--- src/rtl/mux_arb_pkg.sv ---
// rtl/mux_arb_pkg.sv - shared types and helpers for the round-robin mux arbiter
package mux_arb_pkg;

  typedef enum logic {
    IDLE = 1'b0,
    BUSY = 1'b1
  } arb_state_e;

  function automatic int sel_width(input int n);
    return (n <= 2) ? 1 : $clog2(n);
  endfunction

endpackage

--- src/rtl/rr_pick.sv ---
// rtl/rr_pick.sv - combinational round-robin winner search starting at ptr, skipping excluded requesters
module rr_pick import mux_arb_pkg::*; #(
  parameter int N  = 4,
  parameter int SW = 2
) (
  input  logic [N-1:0]  req,
  input  logic [SW-1:0] ptr,
  input  logic [N-1:0]  excl,
  output logic [N-1:0]  win,
  output logic [SW-1:0] idx,
  output logic          any
);

  logic [N-1:0]  masked;
  logic [SW-1:0] k;
  int            s;

  always_comb begin
    win    = '0;
    idx    = '0;
    any    = 1'b0;
    k      = '0;
    s      = 0;
    masked = req & ~excl;
    for (int i = 0; i < N; i++) begin
      s = int'(ptr) + i;
      if (s >= N) s = s - N;
      k = SW'(s);
      if (!any && masked[k]) begin
        any    = 1'b1;
        idx    = k;
        win[k] = 1'b1;
      end
    end
  end

endmodule

--- src/rtl/mux_rr_arbiter.sv ---
// rtl/mux_rr_arbiter.sv - round-robin arbiter owning the select of a shared N:1 data mux
// Optional forced release after TIMEOUT held cycles when MUX_ARB_TIMEOUT_EN is defined.
module mux_rr_arbiter import mux_arb_pkg::*; #(
  parameter int N_REQ   = 4,
  parameter int DW      = 8,
  parameter int TIMEOUT = 15,
  localparam int SW     = sel_width(N_REQ)
) (
  input  logic                i_clk,
  input  logic                i_rstn,
  input  logic [N_REQ-1:0]    i_req,
  input  logic [N_REQ*DW-1:0] i_data,
  input  logic                i_done,
  output logic [N_REQ-1:0]    o_gnt,
  output logic [SW-1:0]       o_sel,
  output logic                o_valid,
  output logic [DW-1:0]       o_data,
  output logic                o_timeout
);

  arb_state_e       state_q, state_d;
  logic [SW-1:0]    ptr_q, ptr_d, sel_q, sel_d, next_ptr, pick_ptr, pick_idx;
  logic [N_REQ-1:0] gnt_q, gnt_d, pick_excl, pick_win;
  logic             valid_q, valid_d, pick_any, fire, forced, rel;

`ifdef MUX_ARB_TIMEOUT_EN
  localparam int CW = $clog2(TIMEOUT + 1);
  logic [CW-1:0] cnt_q, cnt_d;
  logic          to_q, to_d;
  assign fire = (state_q == BUSY) && (cnt_q == CW'(TIMEOUT - 1));
`else
  assign fire = 1'b0;
`endif

  assign rel       = (state_q == BUSY) && (i_done || !i_req[sel_q] || fire);
  assign forced    = fire && !i_done && i_req[sel_q];
  assign next_ptr  = (sel_q == SW'(N_REQ - 1)) ? '0 : sel_q + 1'b1;
  // A re-grant in the release cycle searches from the advanced pointer and skips the releaser.
  assign pick_ptr  = (state_q == BUSY) ? next_ptr : ptr_q;
  assign pick_excl = rel ? gnt_q : '0;

  rr_pick #(.N(N_REQ), .SW(SW)) u_pick (
    .req (i_req),
    .ptr (pick_ptr),
    .excl(pick_excl),
    .win (pick_win),
    .idx (pick_idx),
    .any (pick_any)
  );

  always_ff @(posedge i_clk or negedge i_rstn) begin
    if (!i_rstn) begin
      state_q <= IDLE;
      ptr_q   <= '0;
      sel_q   <= '0;
      gnt_q   <= '0;
      valid_q <= 1'b0;
`ifdef MUX_ARB_TIMEOUT_EN
      cnt_q   <= '0;
      to_q    <= 1'b0;
`endif
    end else begin
      state_q <= state_d;
      ptr_q   <= ptr_d;
      sel_q   <= sel_d;
      gnt_q   <= gnt_d;
      valid_q <= valid_d;
`ifdef MUX_ARB_TIMEOUT_EN
      cnt_q   <= cnt_d;
      to_q    <= to_d;
`endif
    end
  end

  always_comb begin
    state_d = state_q;
    case (state_q)
      IDLE:    if (pick_any) state_d = BUSY;
      BUSY:    if (rel && !pick_any) state_d = IDLE;
      default: state_d = IDLE;
    endcase
  end

  always_comb begin
    ptr_d   = ptr_q;
    sel_d   = sel_q;
    gnt_d   = gnt_q;
    valid_d = valid_q;
    if ((state_q == IDLE) || rel) begin
      if (rel) ptr_d = next_ptr;
      if (pick_any) begin
        sel_d   = pick_idx;
        gnt_d   = pick_win;
        valid_d = 1'b1;
      end else begin
        gnt_d   = '0;
        valid_d = 1'b0;
      end
    end
  end

`ifdef MUX_ARB_TIMEOUT_EN
  always_comb begin
    cnt_d = cnt_q;
    to_d  = 1'b0;
    if (state_q == BUSY) begin
      if (rel) begin
        cnt_d = '0;
        to_d  = forced;
      end else begin
        cnt_d = cnt_q + 1'b1;
      end
    end else if (pick_any) begin
      cnt_d = '0;
    end
  end
  assign o_timeout = to_q;
`else
  assign o_timeout = 1'b0;
`endif

  assign o_gnt   = gnt_q;
  assign o_sel   = sel_q;
  assign o_valid = valid_q;
  assign o_data  = valid_q ? i_data[sel_q*DW +: DW] : '0;

endmodule
--- config.mk ---
export PLATFORM = sky130hd
export DESIGN_NAME = mux_rr_arbiter
export DESIGN_NICKNAME = d
export VERILOG_FILES = /design/src/rtl/mux_arb_pkg.sv /design/src/rtl/rr_pick.sv /design/src/rtl/mux_rr_arbiter.sv
export SDC_FILE = /design/constraint.sdc
export NUM_CORES = 1
export LEC_CHECK = 0
export ABC_AREA = 1
export BUFFER_PORTS_ARGS = -buffer_cell sky130_fd_sc_hd__buf_2
export CAP_MARGIN = 40
export CORE_ASPECT_RATIO = 0.6
export CORE_MARGIN = 8
export CORE_UTILIZATION = 45
export CTS_CLUSTER_DIAMETER = 60
export CTS_CLUSTER_SIZE = 14
export DETAILED_ROUTE_END_ITERATION = 6
export PLACE_DENSITY = 0.78
export RECOVER_POWER = 25
export SLEW_MARGIN = 25
export SYNTH_ARGS = -nofsm -noshare
export SYNTH_HDL_FRONTEND = slang
export SYNTH_SLANG_ARGS = --single-unit
--- constraint.sdc ---
create_clock -name i_clk -period 5.8 [get_ports i_clk]
set_input_delay 0.29 -clock i_clk [delete_from_list [all_inputs] [get_ports i_clk]]
set_output_delay 0.29 -clock i_clk [all_outputs]
set_load 0.03 [all_outputs]
==> flow_metrics.py, run 1 <==
metrics = {
    "status": {
        "outcome": "complete, no violations",
    },
    "synthesis": {
        "share_of_cell_area_taken_by_muxes_after_synthesis_pct": 0,
        "synthesis.area_um2": 1410,
        "synth_seq_cells": 10,
        "synth_largest_type_area_fraction_pct": 17.7,
        "synthFlopType": "dfrtp_1",
        "yosysWarnings": 0,
        "yosysUniqueCellTypes": 24,
        "synth_simple_gate_area_share_pct": 50.9,
        "synth-seq-area-share_pct": 17.7,
        "largest_family_of_logic_cells_by_synthesized_area": "simple AND/OR/NAND/NOR gates",
        "adder_cell_share_of_the_synthesized_area_pct": 7.99,
        "synth-edff-count": 0,
        "synth.most_common_cell": "nand2_1",
        "post_synth_xor_area_fraction_pct": 0,
        "netlist_instances": 214,
        "asyncSetResetFlopFracSynth_pct": 100,
        "top_cell_type_by_total_area_after_synthesis": "dfrtp_1",
        "synthesized_area_fraction_occupied_by_ao_oa_aoi_and_oai_cells_pct": 12.2,
        "synthTopCellsByArea": "dfrtp_1, nand2_1, nand3_2, nor2_1, ha_1",
        "synth.net_count": 262,
        "netlist_top_cells_count": "nand2_1, nor2_1, inv_1, o21ai_0, nand3_2",
        "avgSynthCellArea_um2": 6.59,
    },
    "final_layout": {
        "layout.core_utilization_pct": 59.0,
        "diodes": 0,
        "filler_cell_count": 281,
        "drive_above_1_share_pct": 34.8,
        "finish.net_count": 313,
        "flow.area_growth_from_synthesis_pct": 22.4,
    },
    "floorplan": {
        "core.rowCount": 15,
        "placeableCoreArea_um2": 2930,
        "die-area_um2": 5240,
        "ioPinCount": 55,
        "die_h_um": 59.4,
        "start_util_pct": 48.2,
        "die_width_um": 88.3,
    },
    "cts": {
        "cts_inserted_buffers": 3,
        "htree_num_levels": 1,
        "cts.clk_slew.worst_paths_ns": 0.04,
        "cts.repair_timing.setup_buffer_count": 0,
        "cts.sink_count": 10,
        "tritoncts": "built",
        "ctsRootBufferMaster": "clkbuf_8",
        "cts_max_path_buffers": 2,
        "worst_skew_pair.late_latency_ns": 0.23,
    },
    "critical_path": {
        "critical_path.max_fanout": 23,
        "setup.worst_path.class": "reg2reg",
        "worstPathRequired_ns": 5.91,
        "cp_cell_sequence": "ha_1 -> nor2_1 -> o21ai_4 -> ha_1 -> inv_1 -> nand3_2 -> nand2_4 -> nand4_4 -> nand2_2 -> nor2_1 -> nand2_1 -> nand2_1",
        "critical_path.n_buffers_inverters": 1,
        "worstSetupStartpoint": "o_sel[0]",
        "crit_arrival_ns": 2.93,
        "timing.critical_path.to_type": "register",
        "largest_delay_share_family_worst_path": "flip-flops",
        "critical_path.reg2reg.startpoint": "o_sel[0]",
        "worst_path_largest_cell_delay_ns": 0.84,
        "cp_slowest_cell": "dfrtp_1",
        "cp-start-kind": "register",
    },
    "grt": {
        "first_global_vias": 1431,
        "grt_pass1_wl_mm": 6.84,
        "grt_overflow_total": 0,
        "grt_max_degree": 24,
        "track_usage_pct": 16.1,
        "initial_antenna_violation_count": 0,
    },
    "routing": {
        "routed-via-count": 1603,
        "detail_route.iter0.violations": 222,
        "routedWlPerCell_um": 14.0,
        "routed_via_density": 5.24,
        "drt_wl_total_mm": 4.28,
        "drt-pass1-iter-count": 7,
        "detail_route.drc_violations": 0,
        "antenna_left": 0,
    },
    "worst_hold_path": {
        "worst_hold_startpoint": "ptr_q[1]",
        "min-delay-path-class": "reg2reg",
    },
    "timing": {
        "setup_tns_ns": 0,
        "hold_violation_count_in_the_final_report": 0,
        "max_slew_headroom_pct": 48.5,
        "setup_repair_after_global_routing_missed_its_margin": "false",
        "layout_worst_path_cycle_share_pct": 48.6,
        "final_period_minus_worst_setup_slack_ns": 2.82,
        "tightestPinTransition_ns": 0.772,
        "number_of_pins_with_negative_max_slew_slack_in_the_final_report": 0,
        "setup_viol": 0,
        "worst_clock_skew_ns": 0.00453,
        "max_freq_mhz": 355,
    },
    "placement": {
        "io_buffers": 53,
        "dpl.hpwl_mm": 3.47,
        "final_weighted_congestion_in_routability_driven_placement": 0.969,
    },
    "run": {
        "max_cap_violations": 0,
    },
}
[metrics by stage]
step	worst slack (ns)	cells	hold slack (ns)	cell area, um2
after global placement	3.16	301	0.156	1660
final	2.98	306	0.522	1730
after floorplan	3.57	214	-0.00559	1410
after CTS	3.02	306	0.445	1730
after global routing	2.79	306	0.568	1730
after detailed placement	3.04	301	0.156	1660
[worst min-delay path: cells and delay by family (launching register included)]
| family | cells | cell delay [ns] |
|---|---|---|
| simple gates | 1 | 0.06 |
| compound gates | 1 | 0.07 |
| flops | 1 | 0.36 |
[sequential cells by signal, indices dropped and copies added, names as in the netlist]
name and flops:
o_gnt 4, state_q 1, o_sel 2, o_valid 1, ptr_q 2
[final timing paths]
path                            endpoint  cells after the start  slack [ns]
worst min register to register  ptr_q[1]                      2        0.52
worst max-delay path            o_sel[0]                     12        2.98
min in group asynchronous       o_gnt[1]                      2        0.54
worst max register to register  o_sel[0]                     12        2.98
worst min-delay path            ptr_q[1]                      2        0.52
max in group asynchronous       ptr_q[1]                      2        4.90
[cell type report]
type	count	area (um2)	share of cell area, %
well taps	42	52.6	3.04
flip-flops and latches	10	250	14.5
repair buffers	54	274	15.9
clock buffers	4	55.1	3.19
multi-input cells	174	1010	58.3
inverters	22	87.6	5.07
[layout by cell type, fill, tap and decap left out]
cell,n
nand3_2,16
inv_2,2
o211ai_1,1
o21ai_2,1
dfrtp_1,10
inv_4,2
a21oi_1,10
clkbuf_8,4
nor2_8,1
ha_1,9
nand2_2,9
o21ai_0,18
o21ai_4,1
clkbuf_1,1
nor2_1,36
dlygate4sd3_1,1
nand2_4,3
nand4_1,10
nand2_1,45
nand3_1,12
inv_1,18
nand4_4,1
buf_2,52
conb_1,1
[repair_timing]
action                                 4_1_cts  5_1_grt
resized for setup                            0        0
hold buffers                                 1        0
endpoints found under the hold margin       10        0
[per-layer routing]
metal	global-route usage [%]	up-vias	wire, um
met4	1.91	0	24
met2	23.5	83	1890
met3	3.73	4	398
li1	-	800	-
met5	0	-	0
met1	23.5	716	1970
[cells by family (layout without fill, tap and decap cells)]
family	after synthesis	after routing
buffers and inverters	30	80
other	1	1
adder cells (fa/ha/maj)	9	9
AND/OR/NAND/NOR	133	133
flip-flops	10	10
AO/OA/AOI/OAI	31	31
Power of run 1 is not shown: default switching activity piles up to over one toggle a cycle in this logic, so the estimate is an artifact.
==> run 2: changes to the inputs <==
CORE_UTILIZATION = 44   (was 45)
PLACE_DENSITY = 0.79   (was 0.78)
clock period = 2.39 ns   (was 5.8 ns; I/O delays follow)
==> run 2 against run 1 <==
Global-route usage fell by 0.67 points. First-iteration DRC count fell by 41%. Largest cell class unchanged. Non-clock buffer count rose by 6. Die area rose by 1.8%. Utilization fell by 3.3 points. Critical endpoint unchanged. Sequential share of layout area fell by 0.29 points. Clock skew fell by 0.0028 ns. Setup slack got worse by 2.8 ns. Design area rose by 2.0%. Critical path type unchanged. Fmax rose by 28%.
==> flow_metrics.py, run 2 (synthesized netlist as in run 1, its figures left out) <==
metrics = {
    "floorplan": {
        "die-area_um2": 5330,
        "die_h_um": 59.9,
        "ioPinCount": 55,
        "placeableCoreArea_um2": 3160,
        "die_width_um": 89.1,
        "core.rowCount": 16,
        "start_util_pct": 44.6,
    },
    "timing": {
        "hold_slack_ns": 0.383,
        "setup_viol": 0,
        "final_period_minus_worst_setup_slack_ns": 2.20,
        "worst_clock_skew_ns": 0.00170,
        "setup_repair_after_global_routing_missed_its_margin": "false",
        "max_slew_headroom_pct": 64.2,
        "number_of_pins_with_negative_max_slew_slack_in_the_final_report": 0,
        "hold_violation_count_in_the_final_report": 0,
        "tightestPinTransition_ns": 0.538,
        "max_freq_mhz": 455,
        "layout_worst_path_cycle_share_pct": 92.0,
        "setup_tns_ns": 0,
    },
    "routing": {
        "drt_wl_total_mm": 4.10,
        "drt-pass1-iter-count": 4,
        "routedWlPerCell_um": 13.0,
        "routed-via-count": 1599,
        "detail_route.iter0.violations": 132,
        "antenna_left": 0,
        "detail_route.drc_violations": 0,
        "routed_via_density": 5.09,
    },
    "worst_hold_path": {
        "min-delay-path-class": "in2async",
    },
    "cts": {
        "cts.repair_timing.setup_buffer_count": 0,
        "tritoncts": "built",
        "ctsRootBufferMaster": "clkbuf_8",
        "cts.sink_count": 10,
        "postCtsResizedCells": 0,
        "worst_skew_pair.late_latency_ns": 0.23,
        "postCtsHoldBufs": 1,
        "htree_num_levels": 1,
        "cts_inserted_buffers": 3,
        "cts.clk_slew.worst_paths_ns": 0.04,
        "cts_max_path_buffers": 2,
    },
    "critical_path": {
        "crit_arrival_ns": 2.32,
        "worstPathRequired_ns": 2.51,
        "cp-start-kind": "register",
        "timing.critical_path.to_type": "register",
        "critical_path.max_fanout": 13,
        "setup.worst_path.class": "reg2reg",
        "r2r.worst_path.cells": 13,
    },
    "placement": {
        "dpl.hpwl_mm": 3.42,
        "final_weighted_congestion_in_routability_driven_placement": 0.968,
        "io_buffers": 53,
        "placed_cells_incl_taps": 310,
        "post_dp_cell_area_um2": 1710,
    },
    "grt": {
        "grt_pass1_wl_mm": 6.58,
        "initial_antenna_violation_count": 0,
        "first_global_vias": 1446,
        "grt_max_degree": 17,
        "track_usage_pct": 15.4,
        "grt_overflow_total": 0,
    },
    "final_layout": {
        "largest_reg_flops": 4,
        "flow.area_growth_from_synthesis_pct": 24.9,
        "diodes": 0,
        "final_cell_count_no_fill": 314,
        "final_common_cell": "buf_2",
        "layout.cell_area.non_filler_um2": 1760,
        "most_used_cells_in_the_layout_excluding_fill_and_tap_cells": "buf_2, nand2_1, nor2_1, inv_1, o21ai_0",
        "finish.net_count": 319,
        "filler_cell_count": 314,
        "drive_above_1_share_pct": 36.1,
    },
    "status": {
        "outcome": "complete, no violations",
    },
    "run": {
        "max_cap_violations": 0,
    },
}
==> run 2: cell types whose count changed in the layout (fill, tap and decap cells not counted) <==
cell | previous run | this run
buf_4 | 0 | 6
clkbuf_8 | 4 | 3
==> run 2: critical path: stages, from the launching register on <==
cell and delay (ns):
dfrtp_1 0.37, ha_1 0.29, inv_1 0.06, nand2_1 0.06, o21ai_2 0.15, ha_1 0.36
inv_1 0.15, nand3_2 0.11, nand2_4 0.16, nand4_4 0.12, nand2_2 0.11, nor2_1 0.05
nand2_1 0.05, nand2_1 0.05
==> run 2: path summary, 6_finish.rpt <==
check	startpoint	to	slack, ns
max	o_sel[0]	o_sel[0]	0.19
min	i_rstn	o_gnt[3]	0.38
max reg2reg	o_sel[0]	o_sel[0]	0.19
min reg2reg	ptr_q[0]	ptr_q[0]	0.52
max in group asynchronous	i_rstn	ptr_q[0]	1.65
min in group i_clk	i_done	o_gnt[0]	0.39
==> run 2: per-layer routing <==
metal  GRT usage (%)  vias up  routed length, um
li1                -      816                  -
met1            22.4      714               1960
met2            21.2       69               1720
met3            5.90        0                417
met4            1.41        0                  0
met5               0        -                  0
==> run 2: final cells by class <==
cell class                 count  area, um2  area share [%]
clock buffer                   3       41.3            2.34
sequential                    10        250            14.2
timing repair buffer          60        319            18.1
multi-input combinational    174       1010            57.2
tap                           45       56.3            3.20
inverter                      22       87.6            4.97
==> run 2: per-stage QoR <==
stage / setup WS, ns / utilization (%)
2_1_floorplan: 0.157 / -
3_3_place_gp: 0.259 / 54.1
3_5_place_dp: 0.228 / 54.1
4_1_cts: 0.212 / 55.7
5_1_grt: 0.0218 / 55.7
6_report: 0.191 / 55.7
Power of run 2 is left out for the same reason.
==> run 3: changes to the inputs <==
CORE_MARGIN = 4   (was 8)
==> run 3 against run 2 <==
First-iteration DRC count increased by 45%. Cell count is 0.64% lower. Wire length increased by 0.51%. Design area is 0.71% higher. Sequential share of layout area shrank 0.10 points. Hold slack got worse by 0.015 ns. Register-to-register slack is essentially flat. Global-route usage increased by 5.4 points. Fmax shrank 0.49%. Non-clock buffer count did not move. Critical path type unchanged. Critical endpoint is now o_gnt[0].
==> flow_metrics.py, run 3 (synthesized netlist as in run 1, its figures left out) <==
metrics = {
    "grt": {
        "first_global_vias": 1497,
        "track_usage_pct": 20.8,
        "grt_pass1_wl_mm": 6.82,
        "initial_antenna_violation_count": 0,
        "grt_max_degree": 17,
        "grt_overflow_total": 0,
    },
    "cts": {
        "worst_skew_pair.late_latency_ns": 0.24,
        "cts_inserted_buffers": 3,
        "htree_num_levels": 1,
        "cts_max_path_buffers": 2,
        "cts.sink_count": 10,
        "ctsRootBufferMaster": "clkbuf_8",
        "cts.repair_timing.setup_buffer_count": 0,
        "tritoncts": "built",
        "cts.clk_slew.worst_paths_ns": 0.05,
    },
    "routing": {
        "routed-via-count": 1602,
        "routedWlPerCell_um": 13.2,
        "detail_route.iter0.violations": 192,
        "detail_route.drc_violations": 0,
        "antenna_left": 0,
        "drt_wl_total_mm": 4.12,
        "routed_via_density": 5.13,
        "drt-pass1-iter-count": 5,
    },
    "critical_path": {
        "regToRegEndpoint": "o_gnt[0]",
        "critical_path.reg2reg.startpoint": "state_q",
        "setup.worst_path.class": "reg2reg",
        "worstPathRequired_ns": 2.51,
        "r2r.worst_path.cells": 14,
        "r2r_slack_ns": 0.18,
        "critical_path.max_fanout": 11,
        "timing.critical_path.to_type": "register",
        "cp-start-kind": "register",
        "crit_arrival_ns": 2.33,
    },
    "final_layout": {
        "finish.net_count": 319,
        "diodes": 0,
        "most_used_cells_in_the_layout_excluding_fill_and_tap_cells": "buf_2, nand2_1, nor2_1, inv_1, o21ai_0",
        "final_common_cell": "buf_2",
        "largest_reg_flops": 4,
        "filler_cell_count": 294,
        "drive_above_1_share_pct": 36.7,
        "flow.area_growth_from_synthesis_pct": 25.8,
        "layout.core_utilization_pct": 59.8,
    },
    "timing": {
        "setup_repair_after_global_routing_missed_its_margin": "false",
        "tightestPinTransition_ns": 0.538,
        "hold_slack_ns": 0.369,
        "hold_violation_count_in_the_final_report": 0,
        "setup_tns_ns": 0,
        "max_freq_mhz": 452,
        "timing.final.ws_setup_ns": 0.180,
        "final_period_minus_worst_setup_slack_ns": 2.21,
        "setup_viol": 0,
        "layout_worst_path_cycle_share_pct": 92.5,
        "number_of_pins_with_negative_max_slew_slack_in_the_final_report": 0,
        "max_slew_headroom_pct": 64.1,
        "worst_clock_skew_ns": 0.00381,
    },
    "floorplan": {
        "start_util_pct": 47.6,
        "die_width_um": 81.1,
        "die-area_um2": 4200,
        "placeableCoreArea_um2": 2970,
        "core.rowCount": 15,
        "ioPinCount": 55,
        "die_h_um": 51.9,
    },
    "status": {
        "outcome": "complete, no violations",
    },
    "placement": {
        "io_buffers": 53,
        "dpl.hpwl_mm": 3.36,
        "preCtsSetupSlack_ns": 0.202,
        "final_weighted_congestion_in_routability_driven_placement": 0.931,
    },
    "worst_hold_path": {
        "min-delay-path-class": "in2async",
    },
    "run": {
        "max_cap_violations": 0,
    },
}
-- run 3: cell count changes in the layout (fill, tap and decap cells not counted), sizes merged --
cell    before  now
clkbuf       4    5
-- run 3: what timing repair did --
item | CTS | global route
hold endpoints to repair | 10 | 0
gates resized for setup | 0 | 1
setup endpoints to repair | 0 | 2
hold buffers | 1 | 0
-- run 3: worst max path at each step --
stage                         from  endpoint  slack [ns]  cells past startpoint
after CTS                 o_sel[0]  o_gnt[0]        0.19                     15
after floorplan           o_sel[0]  o_sel[0]        0.16                     11
after global placement    o_sel[0]  o_gnt[0]        0.21                     15
after detailed placement  o_sel[0]  o_gnt[0]        0.20                     15
after global routing       state_q  o_gnt[3]        0.02                     14
final                      state_q  o_gnt[0]        0.18                     14
-- run 3: metrics by stage --
step,instance area (um2),instances
after global placement,1710,307
after global routing,1770,312
after CTS,1770,312
final,1770,312
after detailed placement,1710,307
after floorplan,1410,214
-- run 3: layout make-up --
type | count | area, um2 | area share, %
Tap cell | 42 | 52.6 | 2.96
Sequential cell | 10 | 250 | 14.1
Multi-Input combinational cell | 174 | 1010 | 56.9
Clock buffer | 4 | 55.1 | 3.10
Timing Repair Buffer | 60 | 319 | 18.0
Inverter | 22 | 87.6 | 4.94
-- run 3: critical path: stages, from the launching register on --
cell and delay, ns:
dfrtp_1 0.58, inv_4 0.08, o21ai_4 0.17, buf_4 0.22, inv_4 0.09, nand3_2 0.11
nand3_2 0.08, nand2_2 0.20, inv_1 0.15, nand2_1 0.09, nand2_1 0.05, inv_1 0.05
nand3_1 0.10, nand2_1 0.08, nand2_1 0.05
-- run 3: routing by layer --
metal | wire length [um] | vias to the layer above | GRT usage, % | share of wire [%]
met5 | 0 | - | 0 | 0
met4 | 23 | 0 | 5.06 | 0.56
met3 | 370 | 3 | 2.08 | 9.0
met2 | 1720 | 75 | 29.3 | 42
met1 | 2000 | 711 | 33.1 | 49
li1 | - | 813 | - | -
Power of run 3 is left out for the same reason.
